**src/rtl/wb_select_stage.sv**
```systemverilog
// rtl/wb_select_stage.sv - MEM/WB register with four-source writeback mux and load extraction
module wb_select_stage #(
  parameter int XLEN        = 32,
  parameter int REG_ADDR_W  = 5,
  parameter int ZERO_REG_WE = 0
) (
  input  logic                  clk,
  input  logic                  rst_n,
  input  logic                  in_valid,
  input  logic                  stall,
  input  logic                  flush,
  input  logic [1:0]            wb_sel,
  input  logic                  reg_write,
  input  logic [REG_ADDR_W-1:0] rd_in,
  input  logic [XLEN-1:0]       mem_data,
  input  logic [XLEN-1:0]       alu_result,
  input  logic [XLEN-1:0]       pc_plus4,
  input  logic [XLEN-1:0]       imm,
  input  logic [2:0]            funct3,
  output logic                  wb_valid,
  output logic                  wb_we,
  output logic [REG_ADDR_W-1:0] wb_rd,
  output logic [XLEN-1:0]       wb_data,
  output logic                  load_misaligned
);

  logic [1:0]      offset;
  logic [XLEN-1:0] lane;
  logic [XLEN-1:0] load_data;
  logic [XLEN-1:0] sel_data;
  logic            load_ok;
  logic            misaligned;
  logic            is_load;
  logic            we_next;
  logic            mis_next;

  always_comb begin
    offset     = alu_result[1:0];
    lane       = mem_data >> {offset, 3'b000};
    load_data  = '0;
    load_ok    = 1'b1;
    misaligned = 1'b0;
    case (funct3)
      3'b000: load_data = XLEN'($signed(lane[7:0]));
      3'b100: load_data = XLEN'(lane[7:0]);
      3'b001: begin
        load_data  = XLEN'($signed(lane[15:0]));
        misaligned = offset[0];
      end
      3'b101: begin
        load_data  = XLEN'(lane[15:0]);
        misaligned = offset[0];
      end
      3'b010: begin
        load_data  = XLEN'($signed(mem_data[31:0]));
        misaligned = (offset != 2'b00);
      end
      default: load_ok = 1'b0;
    endcase
  end

  always_comb begin
    is_load  = (wb_sel == 2'd0);
    sel_data = '0;
    case (wb_sel)
      2'd0:    sel_data = load_ok ? load_data : '0;
      2'd1:    sel_data = alu_result;
      2'd2:    sel_data = pc_plus4;
      default: sel_data = imm;
    endcase
    // Bad or misaligned loads must never reach the register file.
    we_next  = in_valid && reg_write
               && ((ZERO_REG_WE != 0) || (rd_in != '0))
               && !(is_load && (!load_ok || misaligned));
    mis_next = in_valid && is_load && misaligned;
  end

  always_ff @(posedge clk or negedge rst_n) begin
    if (!rst_n) begin
      wb_valid        <= 1'b0;
      wb_we           <= 1'b0;
      wb_rd           <= '0;
      wb_data         <= '0;
      load_misaligned <= 1'b0;
    end else if (!stall) begin
      wb_rd   <= rd_in;
      wb_data <= sel_data;
      if (flush) begin
        wb_valid        <= 1'b0;
        wb_we           <= 1'b0;
        load_misaligned <= 1'b0;
      end else begin
        wb_valid        <= in_valid;
        wb_we           <= we_next;
        load_misaligned <= mis_next;
      end
    end
  end

endmodule

```
**config.mk**
```make
export PLATFORM = sky130hd
export DESIGN_NAME = wb_select_stage
export DESIGN_NICKNAME = d
export VERILOG_FILES = /design/src/rtl/wb_select_stage.sv
export SDC_FILE = /design/constraint.sdc
export NUM_CORES = 1
export LEC_CHECK = 0
export ABC_AREA = 1
export BUFFER_PORTS_ARGS = -buffer_cell sky130_fd_sc_hd__buf_4
export CORE_UTILIZATION = 46
export DETAILED_ROUTE_END_ITERATION = 10
export PLACE_DENSITY = 0.83
export SYNTH_ARGS = -nofsm -noshare
export SYNTH_HDL_FRONTEND = slang
export SYNTH_SLANG_ARGS = --single-unit
export TNS_END_PERCENT = 20
```
**constraint.sdc**
```tcl
create_clock -name clk -period 0.8 [get_ports clk]
set_input_delay 0.12 -clock clk [delete_from_list [all_inputs] [get_ports clk]]
set_output_delay 0.12 -clock clk [all_outputs]
set_load 0.02 [all_outputs]
```
== After elaboration in Yosys (flattened, before gate mapping) ==
Index checks and enable logic that the tools add are counted.
Storage, ports and cells
  bits in writable memories: 0
  bits in read-only memories: 0
  flip-flop bits (word level): 40
  latch bits: 0
  output and inout port bits: 40
  memories kept: 0
Operators by class
  shifts and indexed selects: 1
  add/sub/neg operators: 0
  reduce and logical (&&, ||, !) cells: 15
  multiply operators: 0
  mux-type cells: 8
  eq/ne operators: 6
  order comparisons: 0
  divide/modulo/power cells: 0
  bitwise operators: 0
Operator list (number)
  one-hot mux 32 bit (5 select lines): 1
  one-hot mux 32 bit (3 select lines): 1
  2-to-1 mux 32 bit: 1
  >> shifter 32 x 5 -> 16 bit: 1
  equality test 3 bit (second input constant): 2
  logical AND 1 bit: 6
  nonzero test 5 bit: 1
  OR reduction 5 bit: 1
  2-to-1 mux 1 bit: 4
  equality test 3 x 1 -> 1 bit (second input constant): 1
  equality test 3 x 2 -> 1 bit (second input constant): 1
  zero test 3 bit: 1
  equality test 2 x 1 -> 1 bit (second input constant): 1
  equality test 2 bit (second input constant): 1
  zero test 1 bit: 2
  zero test 2 bit: 1
  one-hot mux 1 bit (2 select lines): 1
  nonzero test 2 bit: 1
  OR reduction 2 bit: 1
  logical OR 1 bit: 1

== Longest topological paths before layout ==
Gate-level depths: netlist of run 1.
  depth in word-level cells: 9
  mapped depth: 13

== Least setup slack after synthesis of run 1 ==
No wires, ideal clock.
  path type: input to register
  start point: input port alu_result[0]
  end point: register wb_data[12]
  path buffers: 3
  arrival: 1043 ps
  setup slack: -360 ps
  stages: 13
  cell sequence: buf_6 inv_4 buf_6 nand2_2 nand3_2 nand2_2 nand2_4 buf_6 nand3_2 nand2_1 nand2_1 nand2_1 nand2_1
On the way
  longest elaborated chain between the ends: 4
RTL lines
  start: declaration: RTL line 16  | input logic [XLEN-1:0] alu_result,
  >> shifter 32 x 5 -> 16 bit: RTL line 39  | lane = mem_data >> {offset, 3'b000};
  one-hot mux 32 bit (5 select lines): RTL line 43  | case (funct3)
  2-to-1 mux 32 bit: RTL line 66  | 2'd0: sel_data = load_ok ? load_data : '0;
  one-hot mux 32 bit (3 select lines): RTL line 65  | case (wb_sel)
  end signal: assignment: RTL line 87  | wb_data <= sel_data;
  end: declaration: RTL line 23  | output logic [XLEN-1:0] wb_data,
Every way passes these cells.
A chain may end at the register's enable or synchronous reset.

== Worst setup path after layout of run 1 ==
  start point: register wb_data[21]
  end point: output port wb_data[21]
No word-level cell between the ends.

==> metrics.yaml, run 1 <==
power_density_nw_per_um2: 1250
crit-reg2reg-launch: "wb_data[9]"
clock_latency_ps: 300
grt.overflow.total: 0
min_path_type: "primary input to register"
place_ws_ps: -616
drtPass1Iterations: 5
slew_headroom: 0.639
critPathTopFamily: "flip-flops"
ys_seq_area_frac: 0.289
finalNetCount: 948
place_congestion: 0.898
grt_usage: 0.368
clkTransAtPathRegs_ps: 100
fin_crit_sh: 1.24
crit_chain: "buf_6"
switchingPower_w: 0.00267
synth-seq-cells: 40
yosys-top-cells-area: "nand2_1 (30%), dfrtp_1 (29%), nor2_1 (8.2%)"
drc: 0
layout-drive-gt1-share: 0.442
grt_pass1_wl_microns: 22000
dp_hpwl_microns: 10400
antenna_found_initial: 0
diodes: 0
pin_count: 184
syn_area_per_cell_sq_um: 6.07
worstPathRequired_ps: 680
drv_cap: 0
synthesis.area_sq_um: 3460
tns_ps: -9090
whs_endpoint: "wb_rd[1]"
synth_top_cell_area_share: 0.298
start_util: 0.477
htreeDepth: 2
cts_buffers: 5
p_seq_frac: 0.317
final-max-slew-violation-count: 0
synth_cell_types: 29
fin_ws_ps: -190
swShare: 0.349
clkPwrFrac: 0.242
p_leak_nw: 3.46
synth_nets: 714
whs_path_depth: 3
viasPerCell: 5.43
r2r_slack_ps: -70
fin_crit_ps: 990
violations: "negative setup slack"
die_width_microns: 88.7
status: "finished, violations left"
tightest_slew_ps: 540
fmax_mhz: 1010
grt_pass1_vias: 4683
hold_viol: 0
dieArea_sq_um: 7870
yosys_warnings: 0
yosys.area.top_type: "nand2_1"
crit_type: "register to output pin"
drt_wl_total_microns: 14800
route.antenna.remaining_nets: 0
dr_total_vias: 4911
crit_buf_inv: 1
end_kind: "output pin"
hold_ws_ps: 22.8
power.internal_w: 0.00499
tritoncts: "built"
port_buffers: 183
coreArea_sq_um: 7250
clockBufferDepth: 2
setup_viol: 71
fin_util: 0.847
die_h_microns: 88.7
vdd_drop_max_mv: 0.772
crit_arrival_ps: 870
grt_max_degree: 40
std_cell_rows: 31
drt-initial-drc-count: 316
root_buffer: "clkbuf_8"
syn_inst: 570
p_comb_frac: 0.441
clock-sinks: 40
fin_skew_ps: 0
startpoint_type: "register"
path_max_fanout: 2
reg2reg_depth: 4
slowest_stage: "dfrtp_1"
wl_per_cell_microns: 16.3
max_stage_delay_ps: 420
r2r_end: "wb_data[9]"
min-delay-start: "rd_in[1]"
rsz0062_at_grt: "yes"
area_growth_pct: 77.6
## final cells by class
type                       count  area [sq um]
clock buffer                   6          82.6
multi-input combinational    463          2390
tap                           99           124
fill                         465          1110
clock inverter                 2          38.8
timing repair buffer         262          2360
inverter                      32           145
sequential                    40          1000
## registers in the layout, summed over array words and instances, names as in the netlist
name and flops:
wb_rd 5, wb_data 32, load_misaligned 1, wb_we 1, wb_valid 1
## worst register-to-register path: cells and delay by family, from the launching register on
family	cells	cell delay [ps]
buffers and inverters	2	260
flip-flops	1	410
AND/OR/NAND/NOR	2	100
## cell families after synthesis
family | after synthesis | share of synthesized area
compound gates | 57 | 0.111
buf+inv | 67 | 0.0958
simple gates | 406 | 0.504
flops | 40 | 0.289
## power groups by stage
stage                     combinational (W)  clock, W  sequential [W]
after CTS                           0.00319   0.00185         0.00243
after detailed placement            0.00279         0         0.00242
after floorplan                     0.00104         0         0.00270
after global placement              0.00273         0         0.00242
after global routing                0.00362   0.00194         0.00246
final                               0.00338   0.00185         0.00243
## how the worst max path moves through the flow
| stage | startpoint | endpoint | slack [ps] | depth (start not counted) |
|---|---|---|---|---|
| 5_1_grt | wb_data[21] | wb_data[21] | -210 | 1 |
| 3_3_place_gp | alu_result[0] | wb_data[29] | -530 | 11 |
| 2_1_floorplan | alu_result[0] | wb_data[16] | -350 | 13 |
| 3_5_place_dp | alu_result[0] | wb_data[29] | -620 | 11 |
| 6_report | wb_data[21] | wb_data[21] | -190 | 1 |
| 4_1_cts | wb_data[21] | wb_data[21] | -180 | 1 |
## per-stage QoR
| stage | cell area, sq um | power [W] | cells |
|---|---|---|---|
| after floorplan | 3480 | 0.00374 | 570 |
| after global placement | 5260 | 0.00515 | 874 |
| after detailed placement | 5260 | 0.00521 | 874 |
| after CTS | 5950 | 0.00747 | 900 |
| after global routing | 6140 | 0.00802 | 904 |
| final | 6140 | 0.00766 | 904 |
## routing by layer
| layer | GRT usage | up-vias | wire [microns] |
|---|---|---|---|
| met1 | 0.410 | 2261 | 5310 |
| met3 | 0.0644 | 59 | 1440 |
| met2 | 0.669 | 303 | 7410 |
| met4 | 0.192 | 0 | 596 |
| met5 | 0 | - | 0 |
| li1 | - | 2288 | - |
## synth_stat cells
master / count
nand2_1: 275
a21oi_1: 9
inv_6: 1
clkbuf_1: 14
nor2_8: 1
nor2_2: 2
inv_1: 29
nand4_1: 2
nor3_1: 1
o21ai_1: 1
a211oi_1: 2
inv_4: 1
a21o_1: 1
buf_2: 10
dfrtp_1: 40
nand2_4: 2
a221oi_1: 22
buf_4: 4
o211ai_1: 3
nand3_2: 22
buf_6: 6
inv_2: 1
o21ai_0: 18
buf_1: 1
nor3b_1: 1
o22ai_1: 1
nor2_1: 76
nand3_1: 20
nand2_2: 4
## repair_timing
action | in CTS | in global routing
endpoints found under the setup margin | 74 | 74
hold buffers | 1 | 0
buffers inserted | 15 | 4
gates cloned | 2 | 1
gates resized for setup | 109 | 44
hold endpoints to repair | 40 | 0
pin swaps | 16 | 32
## layout by cell type, fill, tap and decap left out, types with 3 or more instances in the layout
cell type    n
a21oi_1      9
a221oi_1    18
a221oi_2     4
buf_12      11
buf_4      192
buf_6       55
clkbuf_8     6
dfrtp_1     40
inv_1       20
inv_2        8
nand2_1    253
nand2_2     19
nand2_4      7
nand3_1     15
nand3_2     24
nand3_4      3
nor2_1      72
nor2_4       5
o211ai_1     3
o21ai_0      7
o21ai_1      6
o21ai_2      6
No activity file was read; power rests on OpenSTA's default activity.
==> run 2: changes to the inputs <==
GPL_ROUTABILITY_DRIVEN = 0   (was not set)
PLACE_DENSITY = not set   (was 0.83)
PLACE_DENSITY_LB_ADDON = 0.15   (was not set)
==> run 2 against run 1 <==
Against the previous run:
- the run still ends with negative setup slack left
- non-clock buffer count is 6 lower
- global-route usage grew 0.40 points
- first-iteration DRC count rose by 22%
- clock skew did not move
- setup slack got worse by 110 ps
- utilization decreased by 0.86 points
- highest routed layer unchanged
==> metrics.yaml, run 2 (synthesis results as in run 1) <==
status: "finished, violations left"
violations: "negative setup slack"
rsz0062_at_grt: "yes"
path_max_fanout: 8
largest_reg_flops: 32
hold_viol: 0
tritoncts: "built"
slew_headroom: 0.657
htreeDepth: 2
clkTransAtPathRegs_ps: 100
grt_usage: 0.372
p_seq_frac: 0.321
clock-sinks: 40
drt_wl_total_microns: 15200
cts_buffers: 5
layout-drive-gt1-share: 0.432
tns_ps: -10480
dpl_cell_area_sq_um: 5280
setup_viol: 72
diodes: 0
die_h_microns: 88.7
power_density_nw_per_um2: 1250
drc: 0
pin_count: 184
hold_ws_ps: 23.8
port_buffers: 183
fin_crit_ps: 1100
crit_type: "primary input to register"
min_path_type: "primary input to register"
slowest_stage: "nand3_1"
drt-initial-drc-count: 384
area_growth_pct: 75.8
die_width_microns: 88.7
crit_arrival_ps: 1310
grt_max_degree: 42
final_common_cell: "nand2_1"
placed_cells: 877
top_regs: "wb_data: 32 flops, wb_rd: 5 flops"
clockBufferDepth: 2
drtPass1Iterations: 6
std_cell_rows: 31
max_stage_delay_ps: 150
clock_latency_ps: 300
fin_ws_ps: -296
antenna_found_initial: 0
root_buffer: "clkbuf_8"
dp_hpwl_microns: 10100
tightest_slew_ps: 514
finalNetCount: 944
grt_pass1_vias: 4784
switchingPower_w: 0.00274
clkPwrFrac: 0.237
path_common_cell: "nand2_1"
crit_buf_inv: 4
dieArea_sq_um: 7870
drv_cap: 0
fin_crit_sh: 1.37
grt.overflow.total: 0
mostFrequentLayoutCells: "nand2_1 (251), buf_4 (182), nor2_1 (72)"
fin_total_pwr_w: 0.00761
worstPathRequired_ps: 1010
startpoint_type: "primary input"
start_util: 0.477
grt_pass1_wl_microns: 22300
wl_per_cell_microns: 16.9
vdd_drop_max_mv: 0.806
largest-register: "wb_data"
p_comb_frac: 0.442
viasPerCell: 5.50
power.internal_w: 0.00487
final-max-slew-violation-count: 0
fmax_mhz: 912
fin_skew_ps: 0
route.antenna.remaining_nets: 0
p_leak_nw: 3.41
swShare: 0.360
end_kind: "register"
dr_total_vias: 4947
crit_chain: "buf_12 > inv_8 > buf_6 > buf_6 > nand2_1 > nand3_1 > nand2_1 > nand2_1 > nand3_1 > nand2_1 > nand2_1 > nand2_1 > nand2_1"
critPathTopFamily: "simple AND/OR/NAND/NOR gates"
coreArea_sq_um: 7250
instances_no_fill: 900
stdcell_area_sq_um: 6080
## run 2: changes by cell type in the layout (fill, tap and decap cells not counted), moves of 2 or more
cell | before | now
buf_6 | 55 | 58
o21ai_1 | 6 | 4
nand2_4 | 7 | 5
nand2_1 | 253 | 251
inv_1 | 20 | 23
o21ai_0 | 7 | 12
buf_4 | 192 | 182
inv_2 | 8 | 4
inv_4 | 1 | 3
clkinv_4 | 2 | 0
o21ai_2 | 6 | 3
nand2_2 | 19 | 24
## run 2: timing repair
action | CTS | global route
hold buffers | 1 | 0
buffers inserted | 8 | 3
cloned | 4 | 1
endpoints found under the setup margin | 74 | 74
gates resized for setup | 106 | 34
pin swaps | 24 | 25
endpoints found under the hold margin | 40 | 0
## run 2: path summary, 6_finish.rpt
check / start / end / slack [ps] / cells after the start
max in group asynchronous: rst_n / wb_data[0] / 270 / 3
max reg2reg: wb_valid / wb_valid / 110 / 1
max: alu_result[0] / wb_data[11] / -300 / 13
min: rd_in[0] / wb_rd[0] / 20 / 3
min reg2reg: wb_data[5] / wb_data[5] / 510 / 2
min in group asynchronous: rst_n / wb_data[19] / 300 / 3
## run 2: cell type report
cell class,instances,area [sq um]
flip-flops and latches,40,1000
repair buffers,256,2320
multi-input cells,465,2380
well taps,99,124
inverters,32,140
clock buffers,5,68.8
clock inverters,3,46.3
fillers,483,1170
## run 2: layer usage
layer | global-route usage | vias up | share of wire
met5 | 0 | - | 0
met4 | 0.166 | 0 | 0.054
met3 | 0.110 | 94 | 0.11
met2 | 0.652 | 352 | 0.49
met1 | 0.418 | 2231 | 0.35
li1 | - | 2270 | -
## run 2: per-stage QoR
stage,worst slack (ps),util
final,-296,0.839
after global placement,-506,0.728
after floorplan,-349,-
after global routing,-377,0.839
after CTS,-203,0.817
after detailed placement,-616,0.728
## run 2: power groups by stage
stage	registers, W	logic (W)	clock network [W]
6_report	0.00244	0.00336	0.00181
5_1_grt	0.00246	0.00359	0.00188
4_1_cts	0.00244	0.00316	0.00181
3_5_place_dp	0.00242	0.00279	0
3_3_place_gp	0.00243	0.00273	0
2_1_floorplan	0.00270	0.00104	0
